<file path="src/rtl/audio_pkg.sv">
// Shared types and constants for the 16-bit left-justified audio serial link.
package audio_pkg;

  localparam int DATA_WIDTH = 16;

  typedef logic signed [DATA_WIDTH-1:0] sample_t;

  localparam logic LRCK_LEFT      = 1'b1;
  localparam int   BCK_HALF_CLKS  = 6;
  localparam int   LRCK_HALF_CLKS = 192;

  typedef enum logic {
    UNSYNC = 1'b0,
    RX     = 1'b1
  } rx_state_e;

endpackage

</file>
<file path="src/rtl/audio_sync_edge.sv">
// Multi-stage input synchronizer with optional registered rise/fall strobes.
// Strobes appear SYNC_STAGES+1 clocks after the pin edge.
module audio_sync_edge #(
  parameter int SYNC_STAGES = 2,
  parameter bit EDGES       = 1'b0
) (
  input  logic iCLK,
  input  logic iRST,
  input  logic iD,
  output logic oQ,
  output logic oRISE,
  output logic oFALL
);

  logic [SYNC_STAGES-1:0] sync_q;

  // NOTE: clocked state uses non-blocking assignments so every flop samples
  // pre-edge values; blocking here would collapse the synchronizer chain.
  always_ff @(posedge iCLK or posedge iRST) begin
    if (iRST) sync_q <= '0;
    else      sync_q <= SYNC_STAGES'({sync_q, iD});
  end

  assign oQ = sync_q[SYNC_STAGES-1];

  if (EDGES) begin : g_edges
    logic prev_q, rise_q, fall_q;

    always_ff @(posedge iCLK or posedge iRST) begin
      if (iRST) begin
        prev_q <= 1'b0;
        rise_q <= 1'b0;
        fall_q <= 1'b0;
      end else begin
        prev_q <= oQ;
        rise_q <= oQ & ~prev_q;
        fall_q <= ~oQ & prev_q;
      end
    end

    assign oRISE = rise_q;
    assign oFALL = fall_q;
  end else begin : g_level
    assign oRISE = 1'b0;
    assign oFALL = 1'b0;
  end

endmodule

</file>
<file path="src/rtl/audio_codec_slave.sv">
// Codec-side end of the audio serial link: deserializes DAC L/R pairs from
// the master and serializes ADC samples back, all oversampled by iCLK.
module audio_codec_slave
  import audio_pkg::*;
#(
  parameter int DATA_WIDTH     = audio_pkg::DATA_WIDTH,
  parameter int SYNC_STAGES    = 2,
  parameter int TIMEOUT_CYCLES = 64
) (
  input  logic                  iCLK,
  input  logic                  iRST,
  input  logic                  iAUD_BCK,
  input  logic                  iAUD_LRCK,
  input  logic                  iAUD_DACDAT,
  output logic                  oAUD_ADCDAT,
  input  logic [DATA_WIDTH-1:0] iADC_L,
  input  logic [DATA_WIDTH-1:0] iADC_R,
  output logic [DATA_WIDTH-1:0] oDAC_L,
  output logic [DATA_WIDTH-1:0] oDAC_R,
  output logic                  oDAC_VALID,
  output logic                  oFRAME_ERR,
  output logic                  oLOCKED
);

  localparam int            CW   = $clog2(DATA_WIDTH + 1);
  localparam int            TW   = $clog2(TIMEOUT_CYCLES + 1);
  localparam logic [CW-1:0] FULL = CW'(DATA_WIDTH);

  logic bck_rise, bck_fall, lrck_s, dac_s;
  logic bck_level_unused, lrck_rise_unused, lrck_fall_unused;
  logic dac_rise_unused, dac_fall_unused;

  audio_sync_edge #(.SYNC_STAGES(SYNC_STAGES), .EDGES(1'b1)) u_bck_sync (
    .iCLK(iCLK), .iRST(iRST), .iD(iAUD_BCK),
    .oQ(bck_level_unused), .oRISE(bck_rise), .oFALL(bck_fall)
  );
  audio_sync_edge #(.SYNC_STAGES(SYNC_STAGES), .EDGES(1'b0)) u_lrck_sync (
    .iCLK(iCLK), .iRST(iRST), .iD(iAUD_LRCK),
    .oQ(lrck_s), .oRISE(lrck_rise_unused), .oFALL(lrck_fall_unused)
  );
  audio_sync_edge #(.SYNC_STAGES(SYNC_STAGES), .EDGES(1'b0)) u_dac_sync (
    .iCLK(iCLK), .iRST(iRST), .iD(iAUD_DACDAT),
    .oQ(dac_s), .oRISE(dac_rise_unused), .oFALL(dac_fall_unused)
  );

  // Link watchdog: a strobe always restarts it, so a strobe beats a timeout.
  logic [TW-1:0] to_cnt_q;
  logic          bck_edge, timeout;

  assign bck_edge = bck_rise | bck_fall;
  assign timeout  = !bck_edge && (to_cnt_q == TW'(TIMEOUT_CYCLES - 1));

  always_ff @(posedge iCLK or posedge iRST) begin
    if (iRST)                                  to_cnt_q <= '0;
    else if (bck_edge)                         to_cnt_q <= '0;
    else if (to_cnt_q != TW'(TIMEOUT_CYCLES))  to_cnt_q <= to_cnt_q + 1'b1;
  end

  // Receive FSM and its datapath.
  rx_state_e             state_q, state_d;
  logic [CW-1:0]         cnt_q, cnt_d;
  logic [DATA_WIDTH-1:0] shift_q, shift_d, left_hold_q, left_hold_d;
  logic                  last_lrck_q, last_lrck_d, left_vld_q, left_vld_d;
  logic                  commit_q, commit_d, err_q, err_d;
  logic [DATA_WIDTH-1:0] first_bit;

  assign first_bit = {{(DATA_WIDTH-1){1'b0}}, dac_s};

  // NOTE: every always_comb output gets a default first, so no path can
  // leave a signal unassigned and infer a latch.
  always_comb begin
    state_d     = state_q;
    cnt_d       = cnt_q;
    shift_d     = shift_q;
    last_lrck_d = last_lrck_q;
    left_hold_d = left_hold_q;
    left_vld_d  = left_vld_q;
    commit_d    = 1'b0;
    err_d       = 1'b0;

    if (bck_rise) begin
      last_lrck_d = lrck_s;
      unique case (state_q)
        UNSYNC: begin
          if (lrck_s != last_lrck_q) begin
            state_d    = RX;
            shift_d    = first_bit;
            cnt_d      = CW'(1);
            left_vld_d = 1'b0;
          end
        end
        RX: begin
          if (lrck_s == last_lrck_q) begin
            if (cnt_q < FULL) begin
              shift_d = {shift_q[DATA_WIDTH-2:0], dac_s};
              cnt_d   = cnt_q + 1'b1;
              // Right word finishing with a left word already held.
              commit_d = (cnt_q == FULL - 1'b1) && (lrck_s != LRCK_LEFT) && left_vld_q;
            end
          end else begin
            if (cnt_q == FULL) begin
              if (last_lrck_q == LRCK_LEFT) begin
                left_hold_d = shift_q;
                left_vld_d  = 1'b1;
              end else begin
                left_vld_d  = 1'b0;
              end
            end else begin
              err_d      = 1'b1;
              left_vld_d = 1'b0;
            end
            shift_d = first_bit;
            cnt_d   = CW'(1);
          end
        end
        default: state_d = UNSYNC;
      endcase
    end else if (timeout) begin
      state_d    = UNSYNC;
      left_vld_d = 1'b0;
    end
  end

  // NOTE: holding and shift registers are plain flops, not memories, and the
  // outputs must read 0 in reset, so all of them take the async reset.
  always_ff @(posedge iCLK or posedge iRST) begin
    if (iRST) begin
      state_q     <= UNSYNC;
      cnt_q       <= '0;
      shift_q     <= '0;
      last_lrck_q <= 1'b0;
      left_hold_q <= '0;
      left_vld_q  <= 1'b0;
      commit_q    <= 1'b0;
      err_q       <= 1'b0;
    end else begin
      state_q     <= state_d;
      cnt_q       <= cnt_d;
      shift_q     <= shift_d;
      last_lrck_q <= last_lrck_d;
      left_hold_q <= left_hold_d;
      left_vld_q  <= left_vld_d;
      commit_q    <= commit_d;
      err_q       <= err_d;
    end
  end

  logic [DATA_WIDTH-1:0] dac_l_q, dac_r_q;
  logic                  dac_valid_q, locked_q;

  always_ff @(posedge iCLK or posedge iRST) begin
    if (iRST) begin
      dac_l_q     <= '0;
      dac_r_q     <= '0;
      dac_valid_q <= 1'b0;
      locked_q    <= 1'b0;
    end else begin
      dac_valid_q <= commit_q;
      if (commit_q) begin
        dac_l_q <= left_hold_q;
        dac_r_q <= shift_q;
      end
      if (err_d || timeout) locked_q <= 1'b0;
      else if (commit_q)    locked_q <= 1'b1;
    end
  end

  // Transmit: ADC sample latched only when the word starts.
  logic [DATA_WIDTH-1:0] tx_shift_q, tx_load;
  logic [CW-1:0]         tx_cnt_q;
  logic                  tx_bit_q, last_lrck_tx_q;

  assign tx_load = (lrck_s == LRCK_LEFT) ? iADC_L : iADC_R;

  always_ff @(posedge iCLK or posedge iRST) begin
    if (iRST) begin
      tx_shift_q     <= '0;
      tx_cnt_q       <= '0;
      tx_bit_q       <= 1'b0;
      last_lrck_tx_q <= 1'b0;
    end else if (bck_fall) begin
      last_lrck_tx_q <= lrck_s;
      if (lrck_s != last_lrck_tx_q) begin
        tx_shift_q <= tx_load;
        tx_bit_q   <= tx_load[DATA_WIDTH-1];
        tx_cnt_q   <= CW'(1);
      end else if (tx_cnt_q < FULL) begin
        tx_shift_q <= tx_shift_q << 1;
        tx_bit_q   <= tx_shift_q[DATA_WIDTH-2];
        tx_cnt_q   <= tx_cnt_q + 1'b1;
      end else begin
        tx_bit_q   <= 1'b0;
      end
    end else if (timeout) begin
      tx_bit_q <= 1'b0;
      tx_cnt_q <= FULL;
    end
  end

  assign oAUD_ADCDAT = tx_bit_q;
  assign oDAC_L      = dac_l_q;
  assign oDAC_R      = dac_r_q;
  assign oDAC_VALID  = dac_valid_q;
  assign oFRAME_ERR  = err_q;
  assign oLOCKED     = locked_q;

endmodule

</file>
<file path="config.mk">
export PLATFORM = sky130hd
export DESIGN_NAME = audio_codec_slave
export DESIGN_NICKNAME = d
export VERILOG_FILES = /design/src/rtl/audio_pkg.sv /design/src/rtl/audio_sync_edge.sv /design/src/rtl/audio_codec_slave.sv
export SDC_FILE = /design/constraint.sdc
export NUM_CORES = 1
export LEC_CHECK = 0
export ABC_CLOCK_PERIOD_IN_PS = 7200
export CAP_MARGIN = 15
export CORE_ASPECT_RATIO = 0.7
export CORE_MARGIN = 4
export CORE_UTILIZATION = 55
export CTS_BUF_LIST = sky130_fd_sc_hd__clkbuf_16
export CTS_CLUSTER_SIZE = 8
export DETAILED_ROUTE_END_ITERATION = 10
export GPL_TIMING_DRIVEN = 0
export PLACE_DENSITY_LB_ADDON = 0.15
export REMOVE_ABC_BUFFERS = 1
export SLEW_MARGIN = 20
export SYNTH_ARGS = -nofsm -noshare
export SYNTH_HDL_FRONTEND = slang
export SYNTH_SLANG_ARGS = --single-unit
</file>
<file path="constraint.sdc">
create_clock -name iCLK -period 7.2 [get_ports iCLK]
set_input_delay 1.44 -clock iCLK [delete_from_list [all_inputs] [get_ports iCLK]]
set_output_delay 1.44 -clock iCLK [all_outputs]
set_load 0.01 [all_outputs]
</file>
Word level (Yosys, flattened, before mapping)
Index checks and enable logic that the tools add are counted.

word-level totals
  flip-flop bits (word level) = 114
  input bits = 37
  output and inout port bits = 36
  word-level logic and storage cells = 103

operators by class
  add/subtract/negate cells = 3
  magnitude comparators = 2
  equality and inequality tests = 12
  mux-type cells = 40
  bitwise gates (word level) = 8
  reductions and logical operators = 15

operator list
  operator                                                          count
  16-bit two-way mux                                                4
  5-bit two-way mux                                                 7
  16-bit case mux with 2 select lines                               1
  15-bit two-way mux                                                2
  1-bit two-way mux                                                 22
  7-bit two-way mux                                                 2
  5-bit by 1-bit adder with 5-bit output (second input constant)    2
  5-bit < comparator (second input constant)                        2
  5-bit case mux with 2 select lines                                1
  2-bit nonzero test                                                5
  3-bit != test (second input constant)                             3
  7-bit by 1-bit adder with 7-bit output (second input constant)    1
  7-bit by 6-bit == test with 1-bit output (second input constant)  1
  7-bit != test (second input constant)                             1
  3-bit AND reduction                                               2
  5-bit by 4-bit == test with 1-bit output (second input constant)  1
  5-bit == test (second input constant)                             1
  1-bit inverter                                                    5
  5-bit AND reduction                                               1
  2-bit AND reduction                                               2
  1-bit logical AND                                                 3
  3-bit by 2-bit != test with 1-bit output (second input constant)  1
  1-bit AND                                                         2
  1-bit != test                                                     2
  other kinds (6)                                                   6

Longest topological paths before layout
Gate-level depths: netlist of the first run.

  word-level depth = 7
  mapped depth = 7
  depth with buffers taken out = 6

Cells and area by module
A second synthesis of the first run with hierarchy kept.

unflattened totals
  cells, all modules = 408
  area, all modules = 4953.5 um^2

modules (own cells, without submodules)
  module                             instances  cells each  area an instance (um^2)
  audio_codec_slave                  1          388         4664.5
  audio_sync_edge at u_dac_sync ...  2          6           72.6
  audio_sync_edge at u_bck_sync      1          8           143.9

Least setup slack after synthesis of the first run
OpenSTA, ideal clock, no wires.

  path kind = register to register
  from = register, netlist name u_bck_sync.oFALL
  to = register left_hold_q[0]
  setup time = 125 ps
  arrival = 1908 ps
  data required time = 7075 ps
  path slack = 5167 ps
  cell stages (with the launch flop) = 8
  buffers on the path = 3
  cell sequence = dfrtp_1 > buf_6 > or2_1 > buf_6 > nor4_4 > o21ai_4 > buf_6 > mux2_4

RTL lines
  element               line                      text
  to (signal assigned)  audio_codec_slave.sv:141  left_hold_q <= left_hold_d;
  to (decl)             audio_codec_slave.sv:62   logic [DATA_WIDTH-1:0] shift_q, shift_d, left_hold_q, left_hold_d;

Final worst setup path of the first run
  from = register dac_l_q[10] (netlist: oDAC_L[10])
  to = output oDAC_L[10]

RTL lines
  element                 line                      text
  from (decl)             audio_codec_slave.sv:148  logic [DATA_WIDTH-1:0] dac_l_q, dac_r_q;
  from (signal assigned)  audio_codec_slave.sv:160  dac_l_q <= left_hold_q;
  to (decl)               audio_codec_slave.sv:18   output logic [DATA_WIDTH-1:0] oDAC_L,

No word-level cell between the ends.

==> results of run 1 <==
==> flip-flops by register name (all words and copies together) (netlist names), 2 cells and up <==
register / flops
left_hold_q: 16
tx_cnt_q: 5
oDAC_L: 16
oDAC_R: 16
tx_shift_q: 15
cnt_q: 5
u_lrck_sync.sync_q: 2
shift_q: 16
u_bck_sync.sync_q: 2
to_cnt_q: 7
u_dac_sync.sync_q: 2
==> cells by family (layout without fill, tap and decap cells) <==
family	after synthesis	in the layout	synth area share [%]
DFF	114	114	57.7
and+or+nand+nor	84	84	8.66
muxes	82	82	19.0
AOI/OAI and AO/OA	66	66	8.63
buffers and inverters	32	116	2.94
xor gates and xnor gates	9	9	1.59
adders and majority gates	6	6	1.52
==> worst register-to-register path, stage by stage (launching register included) <==
cell and delay, ns:
dfrtp_2 0.50, buf_12 0.22, xnor2_1 0.49, nor2_1 0.27, o21ai_4 0.67, mux2_2 0.43
==> final cells by class <==
cell class	instances	area share [%]
Sequential cell	114	45.2
Inverter	9	0.613
Clock buffer	17	6.73
Clock inverter	15	1.98
Timing Repair Buffer	75	12.3
Tap cell	120	2.37
Multi-Input combinational cell	247	30.8
==> metal layers <==
layer	global-route usage, %	part of all wire (%)	routed length, um
met3	6.04	3.7	368
met4	7.12	1.2	119
met1	27.4	45	4480
met2	32.9	50	5000
met5	0	0	0
==> through the flow <==
stage | hold WS (ns) | std cells | utilization (%)
2_1_floorplan | 0.331 | 370 | -
3_3_place_gp | 0.334 | 562 | 66.2
3_5_place_dp | 0.335 | 565 | 67.0
4_1_cts | 0.346 | 597 | 73.4
5_1_grt | 0.356 | 597 | 73.4
6_report | 0.349 | 597 | 73.4
==> power breakdown <==
part           internal [mW]  switching [mW]  total (mW)
logic                 0.0968          0.0900       0.187
registers              0.697          0.0587       0.756
clock network          0.497           0.280       0.777
total                   1.29           0.429        1.72
==> layout by cell type (no fill, tap or decap), drive strengths merged, types with 4 or more instances in the layout <==
cell,Yosys,layout
clkbuf,17,17
nand3b,4,4
xor2,5,5
nor2,14,14
dfrtp,114,114
clkdlybuf4s50,0,72
xnor2,4,4
a22o,14,14
clkinv,0,10
a21oi,4,4
nand2,36,36
o21ai,33,33
mux2i,16,16
nand3,6,6
mux2,66,66
ha,6,6
inv,9,10
==> synth_stat cells, types with 2 or more instances <==
master / n
a21o_1: 3
a21oi_1: 4
a22o_1: 14
a31oi_1: 3
and3_1: 3
buf_2: 2
buf_6: 3
clkbuf_1: 17
dfrtp_1: 114
ha_1: 6
inv_1: 9
mux2_2: 57
mux2_4: 9
mux2i_1: 16
nand2_1: 36
nand2b_1: 3
nand3_1: 6
nand3b_1: 4
nor2_1: 14
nor2b_1: 2
nor3_1: 3
nor3b_1: 2
nor4b_1: 3
o21ai_0: 32
o22ai_1: 3
xnor2_1: 4
xor2_1: 5
==> path summary, 6_finish.rpt <==
kind                                             from              endpoint  slack (ns)  cells past startpoint
worst max-delay path                       oDAC_L[10]            oDAC_L[10]        4.42                      1
worst min-delay path             u_bck_sync.sync_q[0]  u_bck_sync.sync_q[1]        0.35                      0
worst max register to register  u_lrck_sync.sync_q[1]       left_hold_q[14]        4.50                      5
worst min register to register   u_bck_sync.sync_q[0]  u_bck_sync.sync_q[1]        0.35                      0
max in group asynchronous                        iRST            shift_q[8]        5.08                      3
min in group asynchronous                        iRST           to_cnt_q[5]        1.47                      2
==> run_results.csv, run 1 <==
group,metric,value,unit
floorplanning,die_h,87.3,um
logic_synthesis,netlist_area,4940,um^2
placement,gp_congestion,0.802,
drt,wl,9970,um
cts,cts_tree,"done",
logic_synthesis,ys_seq_area_share,57.7,%
drt,num_vias,3252,
logic_synthesis,synth_area_leader_cell,"dfrtp_1",
drt,first_pass_iters,5,
run,drv_cap,0,
power,p_leak,2.96,nW
critical_path,cp_max_fo,2,
floorplanning,floorplan.initialDensity,57.4,%
drt,wl_per_cell,16.7,um
sta,max_freq,360,MHz
critical_path,crit_type,"reg -> out",
logic_synthesis,ys.flop_type,"dfrtp_1",
floorplanning,fp.dieW,121,um
layout,num_antenna_cells,0,
placement,dpl_cell_area,5770,um^2
floorplanning,io_pins,73,
layout,fillerInstances,608,
cts,clk_path_buf_depth,2,
cts,htree_levels,4,
logic_synthesis,synth_edf_count,0,
critical_path,worstPathArrival,1.34,ns
floorplanning,rows,28,
cts,cts.hold.buffers_added,0,
global_route,grt_overflow_total,0,
sta,layout_setup_ws,4.42,ns
floorplanning,coreArea,8620,um^2
sta,finalCritPeriodShare,38.6,%
sta,setup_violations,0,
cts,cts_buffers,17,
cts,ctsResizeCount,0,
status,outcome,"finished clean",
drt,drc,0,
cts,clk_pin_slew,0.05,ns
global_route,grt_pass1_vias,3363,
placement,port_buffers,72,
logic_synthesis,yosysTopAreaCellShare,57.7,%
sta,slew_headroom,33.1,%
global_route,grt_max_degree,59,
drt,vias_per_cell,5.45,
cts,worstSkewPairLatency,0.41,ns
drt,ant_nets,0,
logic_synthesis,synth.distinct_cells,43,
critical_path,worst_setup_path_end_kind,"output port",
power,ir_worst_vdd,0.000164,V
cts,cts_setup_buffers,0,
drt,drt-initial-drc-count,202,
sta,rsz0062_at_grt,"no",
logic_synthesis,synthTopCellsByArea,"dfrtp_1, mux2_2, mux2i_1",
layout,area.growth.synth_to_final,27.9,%
power,total_power,1.72,mW
critical_path,path_delay_family,"buffers and inverters",
critical_path,crit_slowest_cell,"clkdlybuf4s50_1",
global_route,grtUsageTotal,20.7,%
layout,drive_above_1_share,21.6,%
layout,fin_area,6320,um^2
placement,dp_slack,4.56,ns
critical_path,critical_path.max_stage_delay,0.55,ns
sta,setup_tns,0,ns
layout,fin_nets,507,
sta,drv_slew,0,
cts,cts-root-buf,"clkbuf_16",
min_path,holdCritPathClass,"reg -> reg",
sta,skew,0.0105,ns
sta,min_period,2.78,ns
placement,hpwl,6250,um
sta,worst_slew_pin_slew,1.00,ns
logic_synthesis,ys_warn_count,0,
layout,seq_area,2860,um^2
global_route,grt_pass1_wl,16900,um
layout,multiInputGateArea,1950,um^2
logic_synthesis,async_reset_ff_share,100,%
power,powerDensity,272,nW/um^2
global_route,antenna_found_initial,0,
logic_synthesis,synth.avg_cell_area,12.6,um^2
critical_path,cp-start-kind,"flip-flop",
critical_path,required,5.76,ns
critical_path,path_cells,"clkdlybuf4s50_1",
cts,cts.sinks,114,
critical_path,cp_num_buf_inv,1,
logic_synthesis,synth_cells,393,
logic_synthesis,synth-seq-cells,114,
sta,hold_violations,0,
floorplanning,die-area,10600,um^2
(Power assumes the default switching activity.)
==> run 2, diff against run 1 <==
- ABC_CLOCK_PERIOD_IN_PS: 7200 -> 2720
- CORE_UTILIZATION: 55 -> 54
- clock period: 7.2 -> 2.72 ns (I/O delays scaled with it)
==> run_results.csv, run 2 (synthesized netlist as in run 1, its figures left out) <==
group,metric,value,unit
status,outcome,"finished clean",
cts,clk_pin_slew,0.05,ns
drt,wl,9950,um
global_route,use_met3,7.55,%
cts,cts_tree,"done",
critical_path,cp-start-kind,"flip-flop",
floorplanning,rows,28,
placement,gp_congestion,0.772,
sta,worst_slew_pin_slew,0.883,ns
layout,fin_util,73.6,%
layout,drive_above_1_share,22.1,%
floorplanning,coreArea,8690,um^2
global_route,grt_pass1_vias,3377,
layout,fin_nets,510,
cts,worstSkewPairLatency,0.41,ns
drt,ant_nets,0,
drt,num_vias,3297,
drt,drt-initial-drc-count,144,
floorplanning,io_pins,73,
drt,wl_per_cell,16.6,um
critical_path,worstPathArrival,2.75,ns
floorplanning,die_h,88.1,um
sta,max_freq,406,MHz
layout,multiInputGateArea,1950,um^2
floorplanning,die-area,10800,um^2
layout,area.growth.synth_to_final,29.3,%
cts,clk_path_buf_depth,2,
global_route,top_usage_layer,"met2",
floorplanning,floorplan.initialDensity,56.9,%
power,ir_worst_vdd,0.000555,V
global_route,met1_usage,27.5,%
critical_path,r2r_slack,0.25,ns
critical_path,cp_max_fo,32,
sta,setup_tns,0,ns
layout,layout_common_cells,"dfrtp_1, clkdlybuf4s50_1, mux2_2",
layout,seq_area,2860,um^2
global_route,grt_pass1_wl,16800,um
global_route,use_met2,31.2,%
layout,num_antenna_cells,0,
sta,skew,0.00613,ns
placement,dp_cells,565,
drt,first_pass_iters,5,
sta,finalCritPeriodShare,90.6,%
layout,fillerInstances,617,
critical_path,required,3.01,ns
sta,whs,0.350,ns
cts,cts-root-buf,"clkbuf_16",
drt,vias_per_cell,5.50,
placement,port_buffers,72,
placement,dpl_cell_area,5770,um^2
sta,rsz0062_at_grt,"no",
global_route,grt_overflow_total,0,
sta,min_period,2.47,ns
run,drv_cap,0,
global_route,grtUsageTotal,20.4,%
power,total_power,4.74,mW
power,powerDensity,742,nW/um^2
layout,final_common_cell,"dfrtp_1",
placement,dp_slack,0.111,ns
sta,drv_slew,0,
cts,cts.hold.buffers_added,0,
power,p_leak,2.99,nW
cts,cts.sinks,114,
layout,finalNonFillerCells,600,
critical_path,worst_setup_path_end_kind,"flip-flop",
sta,hold_violations,0,
cts,htree_levels,4,
sta,slew_headroom,41.1,%
layout,fin_area,6390,um^2
global_route,antenna_found_initial,0,
min_path,holdCritPathClass,"reg -> reg",
drt,drc,0,
critical_path,crit_type,"reg -> reg",
placement,hpwl,6220,um
floorplanning,fp.dieW,122,um
sta,layout_setup_ws,0.255,ns
global_route,grt_max_degree,63,
sta,setup_violations,0,
cts,cts_buffers,17,
==> run 2: layer usage <==
metal  part of all wire [%]  vias up
met4                   0.91        0
li1                       -     1548
met2                     48       73
met1                     46     1664
met5                      0        -
met3                    5.1       12
==> run 2: path summary, 6_finish.rpt <==
| path | startpoint | cells after the start | to |
|---|---|---|---|
| setup / recovery | u_lrck_sync.sync_q[1] | 4 | shift_q[0] |
| hold / removal | u_lrck_sync.sync_q[0] | 0 | u_lrck_sync.sync_q[1] |
| setup reg to reg | u_lrck_sync.sync_q[1] | 4 | shift_q[0] |
| hold reg to reg | u_lrck_sync.sync_q[0] | 0 | u_lrck_sync.sync_q[1] |
| max in group asynchronous | iRST | 3 | shift_q[1] |
| min in group asynchronous | iRST | 2 | to_cnt_q[5] |
==> run 2: where the power goes <==
part	leakage (nW)	internal [mW]	switching, mW
Clock	0.294	1.50	0.738
Combinational	1.18	0.255	0.241
Sequential	1.52	1.85	0.158
==> run 2: what timing repair did <==
item                       CTS  global route
hold endpoints to repair     0             0
setup endpoints to repair    0            17
buffers inserted             0             3
gates resized for setup      0             1
==> run 2: final cells by class <==
cell class	instances	area share, %
Clock buffer	17	6.65
Clock inverter	15	2.68
Inverter	9	0.607
Multi-Input combinational cell	247	30.5
Sequential cell	114	44.7
Tap cell	120	2.35
Timing Repair Buffer	78	12.5
==> run 2: worst max-delay path, cell delays in order, from the launching register on <==
cell     delay, ns
dfrtp_2       0.50
buf_12        0.21
xnor2_1       0.48
o22a_1        0.73
mux2_2        0.40
